File: config.mk
export PLATFORM = sky130hd
export DESIGN_NAME = icache_refill_flat
export DESIGN_NICKNAME = d
export VERILOG_FILES = /design/src/rtl/icache_refill_if.sv /design/src/rtl/icache_refill.sv /design/src/flat_wrapper.sv
export SDC_FILE = /design/constraint.sdc
export NUM_CORES = 1
export LEC_CHECK = 0
export ABC_AREA = 1
export CORE_ASPECT_RATIO = 0.8
export CORE_MARGIN = 8
export CORE_UTILIZATION = 38
export CTS_CLUSTER_SIZE = 30
export DETAILED_ROUTE_END_ITERATION = 8
export PLACE_DENSITY = 0.77
export SKIP_CTS_REPAIR_TIMING = 1
export SLEW_MARGIN = 20
export SYNTH_ARGS = -nofsm -noshare
export SYNTH_HDL_FRONTEND = slang
export SYNTH_SLANG_ARGS = --single-unit
File: constraint.sdc
create_clock -name clk -period 1.3 [get_ports clk]
set_clock_uncertainty 0.05 [all_clocks]
set_input_delay 0.26 -clock clk [delete_from_list [all_inputs] [get_ports clk]]
set_output_delay 0.26 -clock clk [all_outputs]
set_load 0.01 [all_outputs]
File: src/rtl/icache_refill_if.sv
// ---------------------------------------------------------------------------
// icache_refill_if
// Groups every bus that the instruction-cache refill engine talks on:
//   miss_*      : miss request from the fetch side (valid/ready + byte address)
//   mem_req_*   : burst read request to external memory (valid/ready + addr/len)
//   mem_r*      : read beats coming back from external memory
//   ram_wr_*    : write port of the instruction data RAM
//   tag_wr_*    : write port of the tag RAM ({valid, tag})
//   refill_done : one-cycle pulse when a line has been committed
//   refill_err  : one-cycle pulse on a burst protocol error
// The master modport is the refill engine; the slave modport is everything
// around it (fetch unit, memory, RAMs).
// ---------------------------------------------------------------------------
interface icache_refill_if #(
   parameter int RAM_ADDR_WIDTH = 10,
   parameter int DATA_WIDTH     = 32,
   parameter int LINE_WORDS     = 8,
   parameter int MEM_ADDR_WIDTH = 32
) ();
   localparam int OFF_W     = $clog2(LINE_WORDS);
   localparam int TAG_WIDTH = MEM_ADDR_WIDTH - RAM_ADDR_WIDTH - 2;

   logic                             miss_valid;
   logic                             miss_ready;
   logic [MEM_ADDR_WIDTH-1:0]        miss_addr;

   logic                             mem_req_valid;
   logic                             mem_req_ready;
   logic [MEM_ADDR_WIDTH-1:0]        mem_req_addr;
   logic [7:0]                       mem_req_len;

   logic                             mem_rvalid;
   logic                             mem_rready;
   logic [DATA_WIDTH-1:0]            mem_rdata;
   logic                             mem_rlast;

   logic                             ram_wr_en;
   logic [RAM_ADDR_WIDTH-1:0]        ram_wr_addr;
   logic [DATA_WIDTH-1:0]            ram_wr_data;

   logic                             tag_wr_en;
   logic [RAM_ADDR_WIDTH-OFF_W-1:0]  tag_wr_addr;
   logic [TAG_WIDTH:0]               tag_wr_data;

   logic                             refill_done;
   logic                             refill_err;

   // Refill engine view
   modport master (
      input  miss_valid, miss_addr,
      output miss_ready,
      output mem_req_valid, mem_req_addr, mem_req_len,
      input  mem_req_ready,
      input  mem_rvalid, mem_rdata, mem_rlast,
      output mem_rready,
      output ram_wr_en, ram_wr_addr, ram_wr_data,
      output tag_wr_en, tag_wr_addr, tag_wr_data,
      output refill_done, refill_err
   );

   // Surrounding system view
   modport slave (
      output miss_valid, miss_addr,
      input  miss_ready,
      input  mem_req_valid, mem_req_addr, mem_req_len,
      output mem_req_ready,
      output mem_rvalid, mem_rdata, mem_rlast,
      input  mem_rready,
      input  ram_wr_en, ram_wr_addr, ram_wr_data,
      input  tag_wr_en, tag_wr_addr, tag_wr_data,
      input  refill_done, refill_err
   );
endinterface

File: src/rtl/icache_refill.sv
// ---------------------------------------------------------------------------
// icache_refill
// Instruction-cache line refill engine. On a fetch miss it issues a single
// burst read for the whole line, writes every returned word into the data RAM
// at {line_index, word_offset} one cycle after the beat is accepted, and only
// then writes {valid=1, tag} into the tag RAM, so the fetch side can never hit
// on a half-filled line.
// Ports:
//   clk   : single clock
//   rst_n : asynchronous active-low reset
//   bus   : icache_refill_if.master (miss, memory request/read, RAM and tag
//           write ports, done/error pulses)
// ---------------------------------------------------------------------------
module icache_refill #(
   parameter int RAM_ADDR_WIDTH = 10,
   parameter int DATA_WIDTH     = 32,
   parameter int LINE_WORDS     = 8,
   parameter int MEM_ADDR_WIDTH = 32
) (
   input  logic            clk,
   input  logic            rst_n,
   icache_refill_if.master bus
);
   localparam int OFF_W     = $clog2(LINE_WORDS);
   localparam int TAG_WIDTH = MEM_ADDR_WIDTH - RAM_ADDR_WIDTH - 2;
   localparam int IDX_W     = RAM_ADDR_WIDTH - OFF_W;

   // Clears the byte-in-word and word-in-line bits to form the burst address
   localparam logic [MEM_ADDR_WIDTH-1:0] ALIGN_MASK = {MEM_ADDR_WIDTH{1'b1}} << (2 + OFF_W);

   typedef enum logic [1:0] {IDLE, REQ, DATA, DONE} state_t;

   state_t                     r_state;
   logic [IDX_W-1:0]           r_lineIndex;
   logic [TAG_WIDTH-1:0]       r_tag;
   logic [OFF_W-1:0]           r_wordCnt;
   logic                       r_missReady;
   logic                       r_reqValid;
   logic [MEM_ADDR_WIDTH-1:0]  r_reqAddr;
   logic                       r_rReady;
   logic                       r_ramWrEn;
   logic [RAM_ADDR_WIDTH-1:0]  r_ramWrAddr;
   logic [DATA_WIDTH-1:0]      r_ramWrData;
   logic                       r_tagWrEn;
   logic [IDX_W-1:0]           r_tagWrAddr;
   logic [TAG_WIDTH:0]         r_tagWrData;
   logic                       r_done;
   logic                       r_err;

   logic                       w_beat;
   logic                       w_lastWord;

   // A beat transfers only while the engine advertises rready, which is
   // held high for exactly the DATA state.
   assign w_beat     = bus.mem_rvalid && r_rReady;
   assign w_lastWord = (r_wordCnt == OFF_W'(LINE_WORDS - 1));

   // Refill FSM. Every output is a register so the write strobes, the
   // tag commit and the done/error pulses all line up on the cycle after
   // the beat that caused them. The last data write and the tag write land
   // in the same cycle (the DONE state), which is what lets a reader issue
   // a read right after refill_done and see the whole line.
   always_ff @(posedge clk or negedge rst_n) begin
      if (!rst_n) begin
         r_state     <= IDLE;
         r_lineIndex <= '0;
         r_tag       <= '0;
         r_wordCnt   <= '0;
         r_missReady <= 1'b1;
         r_reqValid  <= 1'b0;
         r_reqAddr   <= '0;
         r_rReady    <= 1'b0;
         r_ramWrEn   <= 1'b0;
         r_ramWrAddr <= '0;
         r_ramWrData <= '0;
         r_tagWrEn   <= 1'b0;
         r_tagWrAddr <= '0;
         r_tagWrData <= '0;
         r_done      <= 1'b0;
         r_err       <= 1'b0;
      end else begin
         r_ramWrEn <= 1'b0;
         r_tagWrEn <= 1'b0;
         r_done    <= 1'b0;
         r_err     <= 1'b0;
         unique case (r_state)
            IDLE: begin
               if (bus.miss_valid) begin
                  r_lineIndex <= bus.miss_addr[2+RAM_ADDR_WIDTH-1 : 2+OFF_W];
                  r_tag       <= bus.miss_addr[MEM_ADDR_WIDTH-1 : 2+RAM_ADDR_WIDTH];
                  r_reqAddr   <= bus.miss_addr & ALIGN_MASK;
                  r_wordCnt   <= '0;
                  r_missReady <= 1'b0;
                  r_reqValid  <= 1'b1;
                  r_state     <= REQ;
               end
            end
            REQ: begin
               if (bus.mem_req_ready) begin
                  r_reqValid <= 1'b0;
                  r_rReady   <= 1'b1;
                  r_state    <= DATA;
               end
            end
            DATA: begin
               if (w_beat) begin
                  r_ramWrEn   <= 1'b1;
                  r_ramWrAddr <= {r_lineIndex, r_wordCnt};
                  r_ramWrData <= bus.mem_rdata;
                  r_wordCnt   <= r_wordCnt + OFF_W'(1);
                  if (w_lastWord) begin
                     // Full line landed: commit the tag even if rlast was
                     // missing, but flag the protocol slip.
                     r_rReady    <= 1'b0;
                     r_tagWrEn   <= 1'b1;
                     r_tagWrAddr <= r_lineIndex;
                     r_tagWrData <= {1'b1, r_tag};
                     r_done      <= 1'b1;
                     r_err       <= !bus.mem_rlast;
                     r_state     <= DONE;
                  end else if (bus.mem_rlast) begin
                     // Burst ended short: keep the words, never validate.
                     r_rReady    <= 1'b0;
                     r_err       <= 1'b1;
                     r_missReady <= 1'b1;
                     r_state     <= IDLE;
                  end
               end
            end
            DONE: begin
               r_missReady <= 1'b1;
               r_state     <= IDLE;
            end
            default: begin
               r_state <= IDLE;
            end
         endcase
      end
   end

   assign bus.miss_ready    = r_missReady;
   assign bus.mem_req_valid = r_reqValid;
   assign bus.mem_req_addr  = r_reqAddr;
   assign bus.mem_req_len   = 8'(LINE_WORDS - 1);
   assign bus.mem_rready    = r_rReady;
   assign bus.ram_wr_en     = r_ramWrEn;
   assign bus.ram_wr_addr   = r_ramWrAddr;
   assign bus.ram_wr_data   = r_ramWrData;
   assign bus.tag_wr_en     = r_tagWrEn;
   assign bus.tag_wr_addr   = r_tagWrAddr;
   assign bus.tag_wr_data   = r_tagWrData;
   assign bus.refill_done   = r_done;
   assign bus.refill_err    = r_err;
endmodule

File: src/flat_wrapper.sv
// flat-port wrapper written by rule: the top's interface ports become plain ports
module icache_refill_flat 
#(
   parameter int RAM_ADDR_WIDTH = 10,
   parameter int DATA_WIDTH     = 32,
   parameter int LINE_WORDS     = 8,
   parameter int MEM_ADDR_WIDTH = 32
)
  (clk, rst_n, bus_miss_valid, bus_miss_addr, bus_miss_ready, bus_mem_req_valid, bus_mem_req_addr, bus_mem_req_len, bus_mem_req_ready, bus_mem_rvalid, bus_mem_rdata, bus_mem_rlast, bus_mem_rready, bus_ram_wr_en, bus_ram_wr_addr, bus_ram_wr_data, bus_tag_wr_en, bus_tag_wr_addr, bus_tag_wr_data, bus_refill_done, bus_refill_err);
  icache_refill_if #(.RAM_ADDR_WIDTH(RAM_ADDR_WIDTH), .DATA_WIDTH(DATA_WIDTH), .LINE_WORDS(LINE_WORDS), .MEM_ADDR_WIDTH(MEM_ADDR_WIDTH)) bus_i ();
  input  logic clk;
  input  logic rst_n;
  input wire logic [$bits(bus_i.miss_valid)-1:0] bus_miss_valid;
  input wire logic [$bits(bus_i.miss_addr)-1:0] bus_miss_addr;
  output wire logic [$bits(bus_i.miss_ready)-1:0] bus_miss_ready;
  output wire logic [$bits(bus_i.mem_req_valid)-1:0] bus_mem_req_valid;
  output wire logic [$bits(bus_i.mem_req_addr)-1:0] bus_mem_req_addr;
  output wire logic [$bits(bus_i.mem_req_len)-1:0] bus_mem_req_len;
  input wire logic [$bits(bus_i.mem_req_ready)-1:0] bus_mem_req_ready;
  input wire logic [$bits(bus_i.mem_rvalid)-1:0] bus_mem_rvalid;
  input wire logic [$bits(bus_i.mem_rdata)-1:0] bus_mem_rdata;
  input wire logic [$bits(bus_i.mem_rlast)-1:0] bus_mem_rlast;
  output wire logic [$bits(bus_i.mem_rready)-1:0] bus_mem_rready;
  output wire logic [$bits(bus_i.ram_wr_en)-1:0] bus_ram_wr_en;
  output wire logic [$bits(bus_i.ram_wr_addr)-1:0] bus_ram_wr_addr;
  output wire logic [$bits(bus_i.ram_wr_data)-1:0] bus_ram_wr_data;
  output wire logic [$bits(bus_i.tag_wr_en)-1:0] bus_tag_wr_en;
  output wire logic [$bits(bus_i.tag_wr_addr)-1:0] bus_tag_wr_addr;
  output wire logic [$bits(bus_i.tag_wr_data)-1:0] bus_tag_wr_data;
  output wire logic [$bits(bus_i.refill_done)-1:0] bus_refill_done;
  output wire logic [$bits(bus_i.refill_err)-1:0] bus_refill_err;
  assign bus_i.miss_valid = bus_miss_valid;
  assign bus_i.miss_addr = bus_miss_addr;
  assign bus_miss_ready = bus_i.miss_ready;
  assign bus_mem_req_valid = bus_i.mem_req_valid;
  assign bus_mem_req_addr = bus_i.mem_req_addr;
  assign bus_mem_req_len = bus_i.mem_req_len;
  assign bus_i.mem_req_ready = bus_mem_req_ready;
  assign bus_i.mem_rvalid = bus_mem_rvalid;
  assign bus_i.mem_rdata = bus_mem_rdata;
  assign bus_i.mem_rlast = bus_mem_rlast;
  assign bus_mem_rready = bus_i.mem_rready;
  assign bus_ram_wr_en = bus_i.ram_wr_en;
  assign bus_ram_wr_addr = bus_i.ram_wr_addr;
  assign bus_ram_wr_data = bus_i.ram_wr_data;
  assign bus_tag_wr_en = bus_i.tag_wr_en;
  assign bus_tag_wr_addr = bus_i.tag_wr_addr;
  assign bus_tag_wr_data = bus_i.tag_wr_data;
  assign bus_refill_done = bus_i.refill_done;
  assign bus_refill_err = bus_i.refill_err;
  icache_refill #(.RAM_ADDR_WIDTH(RAM_ADDR_WIDTH), .DATA_WIDTH(DATA_WIDTH), .LINE_WORDS(LINE_WORDS), .MEM_ADDR_WIDTH(MEM_ADDR_WIDTH)) u_core (.clk(clk), .rst_n(rst_n), .bus(bus_i));
endmodule
**Word level (Yosys, flattened, before mapping)**

Cells that the tools add are included.

- Flip-flop bits (word level): 135
- Bits in latches: 0
- Memory bits (read-only): 0
- Memories: 0
- Word-level logic and storage cells: 72
- RAM bits: 0

- Equal/unequal tests: 10
- Shift-type cells: 0
- Bitwise logic cells: 0
- $mul: 0
- Add/sub/neg operators: 1
- Div/mod/pow operators: 0
- Reductions and logical operators: 15
- Order comparisons: 0
- Muxes and demuxes: 31

Operator list:

| operator | number |
|---|---|
| 1-bit 2-to-1 mux | 19 |
| 2-bit 2-to-1 mux | 5 |
| 3-bit AND reduction | 3 |
| 2-bit != test (second input constant) | 4 |
| 2-bit case mux with 4 select lines | 1 |
| 4-bit AND reduction | 2 |
| 3-bit 2-to-1 mux | 2 |
| 3-bit case mux with 2 select lines | 1 |
| 2-bit nonzero test | 3 |
| 5-bit AND reduction | 1 |
| 2-bit == test (second input constant) | 2 |
| 1-bit case mux with 2 select lines | 2 |
| 2-bit AND reduction | 2 |
| 3-bit by 1-bit adder with 3-bit output (second input constant) | 1 |
| 3-bit == test (second input constant) | 1 |
| 3-bit by 2-bit != test with 1-bit output (second input constant) | 1 |
| 1-bit case mux with 3 select lines | 1 |
| 3-bit nonzero test | 1 |
| 2-bit by 1-bit == test with 1-bit output (second input constant) | 1 |
| 2-bit logical NOT | 1 |
| 2-bit by 1-bit != test with 1-bit output (second input constant) | 1 |
| 1-bit logical AND | 1 |
| 1-bit logical NOT | 1 |

**Depth between registers and ports, before layout**

- Depth after elaboration: 4
- Depth in mapped cells: 9

**Least setup slack after synthesis**

No wires, ideal clock.

- Kind: reg2reg
- Start point: reg u_core.r_wordCnt[0]
- End point: reg u_core.r_tagWrData[20], in the netlist u_core.bus.tag_wr_data[20]
- Setup time: 0.127 ns
- Cell stages (with the launch flop): 6
- Arrival: 1.224 ns
- Clock period less this slack: 1.401 ns
- Required time: 1.123 ns
- Setup slack: -0.101 ns
- Path buffers: 0
- Path through: dfrtp_1 -> ha_1 -> ha_1 -> nand2_4 -> inv_2 -> or2_2

- Longest elaborated chain between the ends: 2

Ends and longest elaborated chain:

| what | RTL line | RTL |
|---|---|---|
| start: declaration | icache_refill.sv:36 | `logic [OFF_W-1:0] r_wordCnt;` |
| start signal: assignment | icache_refill.sv:110 | `r_wordCnt <= r_wordCnt + OFF_W'(1);` |
| 3-bit == test | icache_refill.sv:56 | `assign w_lastWord = (r_wordCnt == OFF_W'(LINE_WORDS - 1));` |
| 3-bit AND reduction (no source line) | n/a |  |
| end signal: assignment | icache_refill.sv:117 | `r_tagWrData <= {1'b1, r_tag};` |
| end: declaration | icache_refill.sv:46 | `logic [TAG_WIDTH:0] r_tagWrData;` |

No other way between the ends.
A chain may end at the register's enable or synchronous reset.

**Worst setup path in the final report**

- Start point: reg u_core.r_wordCnt[1]
- End point: reg u_core.r_tagWrData[12], in the netlist u_core.bus.tag_wr_data[12]

The elaborated chain is that of the path after synthesis.

==> summary.txt <==
Place
  – Detailed Place HPWL: 9.10 mm
  – IO buf count: 168
  – Placer congestion estimate: 0.756
  – Worst slack, placed: -0.336 ns

Finish
  – Fillers: 896
  – Ant diodes: 0
  – Layout cell share with drive strength beyond 1: 12.9%
  – Net count, final: 728
  – Syn-to-layout area delta: 64.0%

STA
  – Tmin final: about 1.3 ns
  – Final hold slack: 0.273 ns
  – Fmax: 742 MHz
  – Final worst-path cycle share: 104%
  – RSZ-0062 raised after global routing: yes
  – Setup-violating endpoint count in the final report: 23
  – Final Hold Viols: 0
  – Setup ws final: -0.0481 ns
  – Final-report max-slew violation count: 0

Pwr
  – Pint: 8.93 mW
  – Pwr dens: 1920 mW/mm^2
  – Clk pwr share: 21.3%
  – Sw power: ~4.5 mW
  – Peak VDD IR: 0.00129 V
  – Power Total: roughly 13 mW
  – Seq pwr share: 39.1%
  – Lkg Pwr: 4.71 nW
  – Comb pwr share: 39.6%
  – Switching power share of the total: 33.6%

Yosys
  – Synth top area cells: dfrtp_1 63%, nand2_1 20%, nand3_1 3.0%, buf_4 2.5%, o21ai_0 1.9%
  – Top cell type by total area after synthesis: dfrtp_1
  – Post-Synthesis Cell Area: 0.00428 mm^2
  – Yosys Warn Count: 0
  – FF+latch count, synth: roughly 110
  – Post-synthesis sequential area ratio: 63.2%
  – Post-synthesis cell type count: 24
  – Synth Instances: 470
  – Syn avg cell area: ~9.1 um^2
  – Synth top area share: 62.6%

Routing
  – Routed wire length: 12.2 mm
  – First-pass DRT Iterations: 4
  – ANT nets after route: 0
  – Via count: 3673
  – Avg WL per Cell: 15.2 um
  – DRC Markers: 0
  – Number of DRC markers in iteration 0: 105
  – DR vias/cell: 4.57

Clock network
  – CTS root buf: clkbuf_16
  – CTS tree: done
  – CTS clk-pin slew, worst paths: 0.07 ns
  – Clock buffer depth: 2
  – CTS Buf Count: 9
  – Clock sink count: ~110
  – H-tree levels: 3
  – Clock latency on the worst-skew pair: 0.33 ns

Critical path
  – Kind of critical path: flop to flop
  – Crit path launch type: flop
  – CP Cell Sequence: ha_4 > ha_4 > nand2_8 > inv_8 > buf_12 > nand2_1 > nand2_1
  – Reg2reg start: u_core.r_wordCnt[1]$_DFFE_PN0P_
  – Slowest cell on crit path: dfrtp_1
  – Crit path capture type: flop
  – Worst EP arrival: 1.52 ns
  – Max FO, Critical Path: 12
  – Critical path's largest stage delay: 0.42 ns
  – R2r setup slk: -0.05 ns
  – RR Endpoint: u_core.bus.tag_wr_data[12]$_DFFE_PN0P_
  – FF-to-FF path depth: 7
  – Req. time, crit path: 1.48 ns

Status
  – Violated checks: negative setup slack
  – Run status: complete, but fails checks

Die
  – Starting Density: between 30% and 40%
  – Row cnt: 34
  – Die H: 111 um
  – Die W: 135 um
  – I/O pin total: around 190
  – Core area: 0.0109 mm^2
  – Die ar.: 0.0149 mm^2

Global route
  – Pin count of the biggest net entering global routing: 52
  – First-pass GRT wire length: 19.2 mm
  – Initial antenna violation count: 0
  – Overall routing resource usage: 15.7%
  – Grt ovf: 0
  – Vias in the first global route: about 3.8k

Job
  – # Max-Cap Violations: 0

Hold path
  – Hold Crit Class: primary input to async pin
routing by layer:
metal / GRT usage, % / up-vias / part of all wire (%)
met1: 18.1 / 1744 / 42
met2: 26.4 / 129 / 49
met4: 3.58 / 0 / 0.97
li1: - / 1790 / -
met3: 6.57 / 10 / 8.1
met5: 0 / - / 0
flip-flops by register name (all words and copies together), names as in the netlist:
name                      count
u_core.bus.refill_err         1
u_core.bus.mem_req_valid      1
u_core.bus.ram_wr_en          1
u_core.r_tag                 19
u_core.bus.mem_rready         1
u_core.bus.miss_ready         1
u_core.bus.ram_wr_addr       10
u_core.bus.ram_wr_data       32
u_core.bus.refill_done        1
u_core.r_wordCnt              3
u_core.r_lineIndex            6
u_core.r_state                2
u_core.bus.tag_wr_data       21
u_core.bus.mem_req_addr       2
u_core.bus.tag_wr_addr        7
power groups by stage:
stage | combinational (mW) | clock [mW] | sequential, mW
3_5_place_dp | 5.45 | 0 | 5.32
4_1_cts | 5.48 | 2.95 | 5.27
3_3_place_gp | 5.31 | 0 | 5.25
2_1_floorplan | 1.68 | 0 | 5.73
6_report | 5.33 | 2.86 | 5.27
5_1_grt | 5.90 | 3.08 | 5.42
cells in the final DEF, fill, tap and decap left out, types with 2 or more instances in the layout:
cell	count
nand3_1	25
inv_1	16
clkbuf_2	4
buf_8	2
buf_12	7
o21ai_1	7
a21oi_1	7
nand2_4	4
nor2_2	2
nand2_2	18
nand2_1	209
clkbuf_16	10
buf_4	18
dfrtp_1	106
clkbuf_1	2
dlymetal6s2s_1	100
conb_1	13
ha_4	3
nor2_1	8
o21ai_0	14
clkdlybuf4s50_1	63
bufinv_16	2
final cells by class:
class / instances / area, um^2 / share of cell area [%]
clock buffer: 12 / 246 / 3.51
clock inverter: 4 / 72.6 / 1.03
inverter: 19 / 83.8 / 1.19
multi-input combinational: 320 / 1480 / 21.1
sequential: 108 / 2710 / 38.5
tap: 144 / 180 / 2.57
timing repair buffer: 197 / 2250 / 32.1
synthesized netlist by cell type:
cell / number
nor2_4: 1
dfstp_2: 1
o21ai_1: 7
ha_1: 3
o22ai_1: 1
a211oi_1: 1
nand2_1: 230
inv_2: 2
conb_1: 2
or2_2: 1
nand2_4: 2
o21ai_0: 16
inv_4: 1
nand3_1: 26
clkbuf_1: 9
buf_2: 9
a21oi_1: 7
buf_4: 14
o21bai_1: 1
nand3b_1: 1
buf_6: 2
dfrtp_1: 107
inv_1: 16
nor2_1: 10
worst max-delay path: cells and delay by family, from the launching register on:
family,cells,cell delay [ns]
fa+ha+maj,2,0.37
buf+inv,2,0.19
flops,1,0.42
simple gates,3,0.21
cell families after synthesis:
logic type      share of synthesized area (%)
flops                                    63.2
simple gates                             25.2
compound gates                           4.01
other cells                             0.176
buf+inv                                  6.55
fa+ha+maj                               0.877
worst max-delay path by stage:
stage                                 startpoint                                      to  slack [ns]  depth (start not counted)
4_1_cts        u_core.bus.miss_ready$_DFFE_PN1P_                          bus_miss_ready       -0.46                          1
5_1_grt            u_core.r_state[1]$_DFFE_PN0P_  u_core.bus.tag_wr_data[19]$_DFFE_PN0P_       -0.12                          8
3_3_place_gp                      bus_mem_rvalid   u_core.bus.tag_wr_data[9]$_DFFE_PN0P_       -0.30                         10
3_5_place_dp                      bus_mem_rvalid         u_core.r_wordCnt[1]$_DFFE_PN0P_       -0.34                          8
6_report         u_core.r_wordCnt[1]$_DFFE_PN0P_  u_core.bus.tag_wr_data[12]$_DFFE_PN0P_       -0.05                          7
2_1_floorplan    u_core.r_wordCnt[0]$_DFFE_PN0P_  u_core.bus.tag_wr_data[20]$_DFFE_PN0P_      -0.002                          5
stage by stage:
step | cell area, um^2 | util [%] | TNS (ns) | cells
floorplan | 4340 | - | -0.00507 | 481
global placement | 6220 | 56.9 | -20.17 | 780
detailed placement | 6220 | 56.9 | -22.98 | 780
CTS | 6540 | 59.9 | -29.84 | 796
global route | 7020 | 64.2 | -2.59 | 804
finish | 7020 | 64.2 | -0.811 | 804
Power figures use the tool's default switching activity.
==> RTL change, RTL diff (same flow settings) <==
`RAM_ADDR_WIDTH` is set to 10 in 3 places; all go to 9.
--- a/src/rtl/icache_refill_if.sv
+++ b/src/rtl/icache_refill_if.sv
@@ -13,5 +13,5 @@
 // ---------------------------------------------------------------------------
 interface icache_refill_if #(
-   parameter int RAM_ADDR_WIDTH = 10,
+   parameter int RAM_ADDR_WIDTH = 9,
    parameter int DATA_WIDTH     = 32,
    parameter int LINE_WORDS     = 8,
--- a/src/rtl/icache_refill.sv
+++ b/src/rtl/icache_refill.sv
@@ -13,5 +13,5 @@
 // ---------------------------------------------------------------------------
 module icache_refill #(
-   parameter int RAM_ADDR_WIDTH = 10,
+   parameter int RAM_ADDR_WIDTH = 9,
    parameter int DATA_WIDTH     = 32,
    parameter int LINE_WORDS     = 8,
--- a/src/flat_wrapper.sv
+++ b/src/flat_wrapper.sv
@@ -2,5 +2,5 @@
 module icache_refill_flat 
 #(
-   parameter int RAM_ADDR_WIDTH = 10,
+   parameter int RAM_ADDR_WIDTH = 9,
    parameter int DATA_WIDTH     = 32,
    parameter int LINE_WORDS     = 8,
Ports: changed (resized bus_ram_wr_addr, bus_tag_wr_addr and bus_tag_wr_data); port bits go from 187 to 186. No check against the original RTL was run, so the function may have changed too.
==> RTL change against the original RTL <==
The flow still finishes with violations (negative setup slack); sequential cell count down 1; critical endpoint is now u_core.bus.tag_wr_data[14]$_DFFE_PN0P_; final area up 1.2%; power down 3.3%; critical path type unchanged; worst setup slack worse by 0.055 ns; hold slack worse by 0.044 ns; synthesized area down 0.64%; sequential share of layout area down 0.79 points; wire length up 7.7%.
==> RTL change: results (changes against the original RTL) <==
stage	metric	value	unit	change
worst_setup_path	Worst Path Max Fanout	8		was 12
yosys	Area contributors post-synth	dfrtp_1 62%, nand2_1 21%, nand3_1 3.3%		was dfrtp_1 63%, nand2_1 20%, nand3_1 3.0%
worst_setup_path	CP arrival	1.58	ns	was 1.52 ns
place	Port Buffer Count	167		was 168
clock_tree	clock tree buffer depth	2		unchanged
power	Internal Power	8.539	mW	was 8.934 mW
run_status	outcome	complete, but fails checks		unchanged
worst_setup_path	Worst R2R Setup Slack	-0.10	ns	was -0.05 ns
grt	largest net degree at the start of global routing	57		was 52
finish	filler instances	887		was 896
sta	Slew Limit Fails	0		unchanged
power	Worst VDD drop	0.9047	mV	was 1.294 mV
yosys	Post-Syn Instances	472		was 470
worst_setup_path	CP endpoint kind	flip-flop		unchanged
sta	WHS	0.2293	ns	was 0.2735 ns
worst_setup_path	Worst path top cell family by delay	buffers and inverters		was flip-flops
min_path	worst hold path class	input port to async pin		unchanged
route	DR pass1 iterations	4		unchanged
route	Vias	3821		was 3673
worst_setup_path	highest-delay cell along the critical path	dfrtp_1		unchanged
yosys	ys flop type	dfrtp_1		unchanged
finish	max reg flops	32		unchanged
clock_tree	clock root cell	clkbuf_16		unchanged
yosys	Synth cell types	21		was 24
worst_setup_path	reg2reg end	u_core.bus.tag_wr_data[14]$_DFFE_PN0P_		was u_core.bus.tag_wr_data[12]$_DFFE_PN0P_
sta	endpoints failing setup	39		was 23
clock_tree	total CTS buffers	9		unchanged
worst_setup_path	FF-to-FF path depth	8		was 7
run_status	violated checks	negative setup slack		unchanged
finish	Final Non-Filler Cells	810		was 804
power	leakage	4.802	nW	was 4.713 nW
worst_setup_path	Largest stage delay, worst path	0.39	ns	was 0.42 ns
place	Routability Congestion	0.8204		was 0.7556
clock_tree	CTS H-tree depth	3		unchanged
finish	# nets final	734		was 728
grt	initial antenna violation count	0		unchanged
finish	n_diodes	0		unchanged
clock_tree	CTS clk-pin slew, worst paths	0.07	ns	about the same
yosys	Seq/Total Area, Yosys	63.01	%	was 63.19%
yosys	ys async rst share	100.0	%	unchanged
finish	share of layout cells above drive strength 1	13.36	%	was 12.88%
route	DR iter-0 viols	166		was 105
grt	GRT Overall Usage	15.78	%	was 15.68%
clock_tree	Clock Latency Late Sink	0.33	ns	about the same
grt	first-pass GRT wire length	19.24	mm	was 19.17 mm
place	Placed Cells	782		was 780
place	DP HPWL	9.119	mm	was 9.100 mm
worst_setup_path	CP Launch Point	u_core.bus.mem_rready$_DFFE_PN0P_		was u_core.r_wordCnt[1]$_DFFE_PN0P_
yosys	warnings from Yosys	0		unchanged
yosys	most common library cells after synthesis	236 x nand2_1, 106 x dfrtp_1, 28 x nand3_1		was 230 x nand2_1, 107 x dfrtp_1, 26 x nand3_1
sta	final setup margin	-0.1031	ns	was -0.04807 ns
route	Detailed Route WL	13.18	mm	was 12.23 mm
RTL change: changes by cell type after synthesis, moves of 2 or more:
cell	unedited run	this run
buf_6	2	0
buf_4	14	17
inv_1	16	14
nand3_1	26	28
nand2_1	230	236
RTL change: kinds of logic after synthesis:
| kind of cell | after synthesis | share of synthesized area [%] |
|---|---|---|
| buffers and inverters | 52 | 6.327 |
| AOI/OAI and AO/OA | 28 | 3.296 |
| DFF | 107 | 63.01 |
| and+or+nand+nor | 280 | 26.31 |
| other | 2 | 0.1766 |
| adders and majority gates | 3 | 0.8830 |
RTL change: through the flow:
step	cell area, sq um	TNS (ns)	setup WS (ns)
after CTS	6523	-29.48	-0.4161
after global placement	6202	-21.33	-0.2927
after detailed placement	6202	-23.90	-0.3230
after global routing	7101	-6.800	-0.1720
after floorplan	4298	0	0.001225
final	7101	-2.444	-0.1031
RTL change: metal layers:
metal	wire, um	up-vias	track usage (%)
met5	0	-	0
met4	82	0	2.465
met3	1083	6	6.522
met2	6192	139	24.79
met1	5818	1859	20.23
li1	-	1817	-
RTL change: cell type report:
type / instances / area share (%)
clock buffers: 11 / 3.559
flip-flops and latches: 107 / 37.74
repair buffers: 202 / 33.39
multi-input cells: 324 / 20.70
clock inverters: 5 / 0.9515
well taps: 144 / 2.537
inverters: 17 / 1.110
RTL change: power groups by stage:
| stage | logic, mW | clock network (mW) | registers [mW] |
|---|---|---|---|
| final | 5.04 | 2.86 | 5.12 |
| after global routing | 5.56 | 3.05 | 5.26 |
| after CTS | 5.20 | 2.92 | 5.13 |
| after detailed placement | 5.17 | 0 | 5.19 |
| after global placement | 5.06 | 0 | 5.13 |
| after floorplan | 1.60 | 0 | 5.56 |
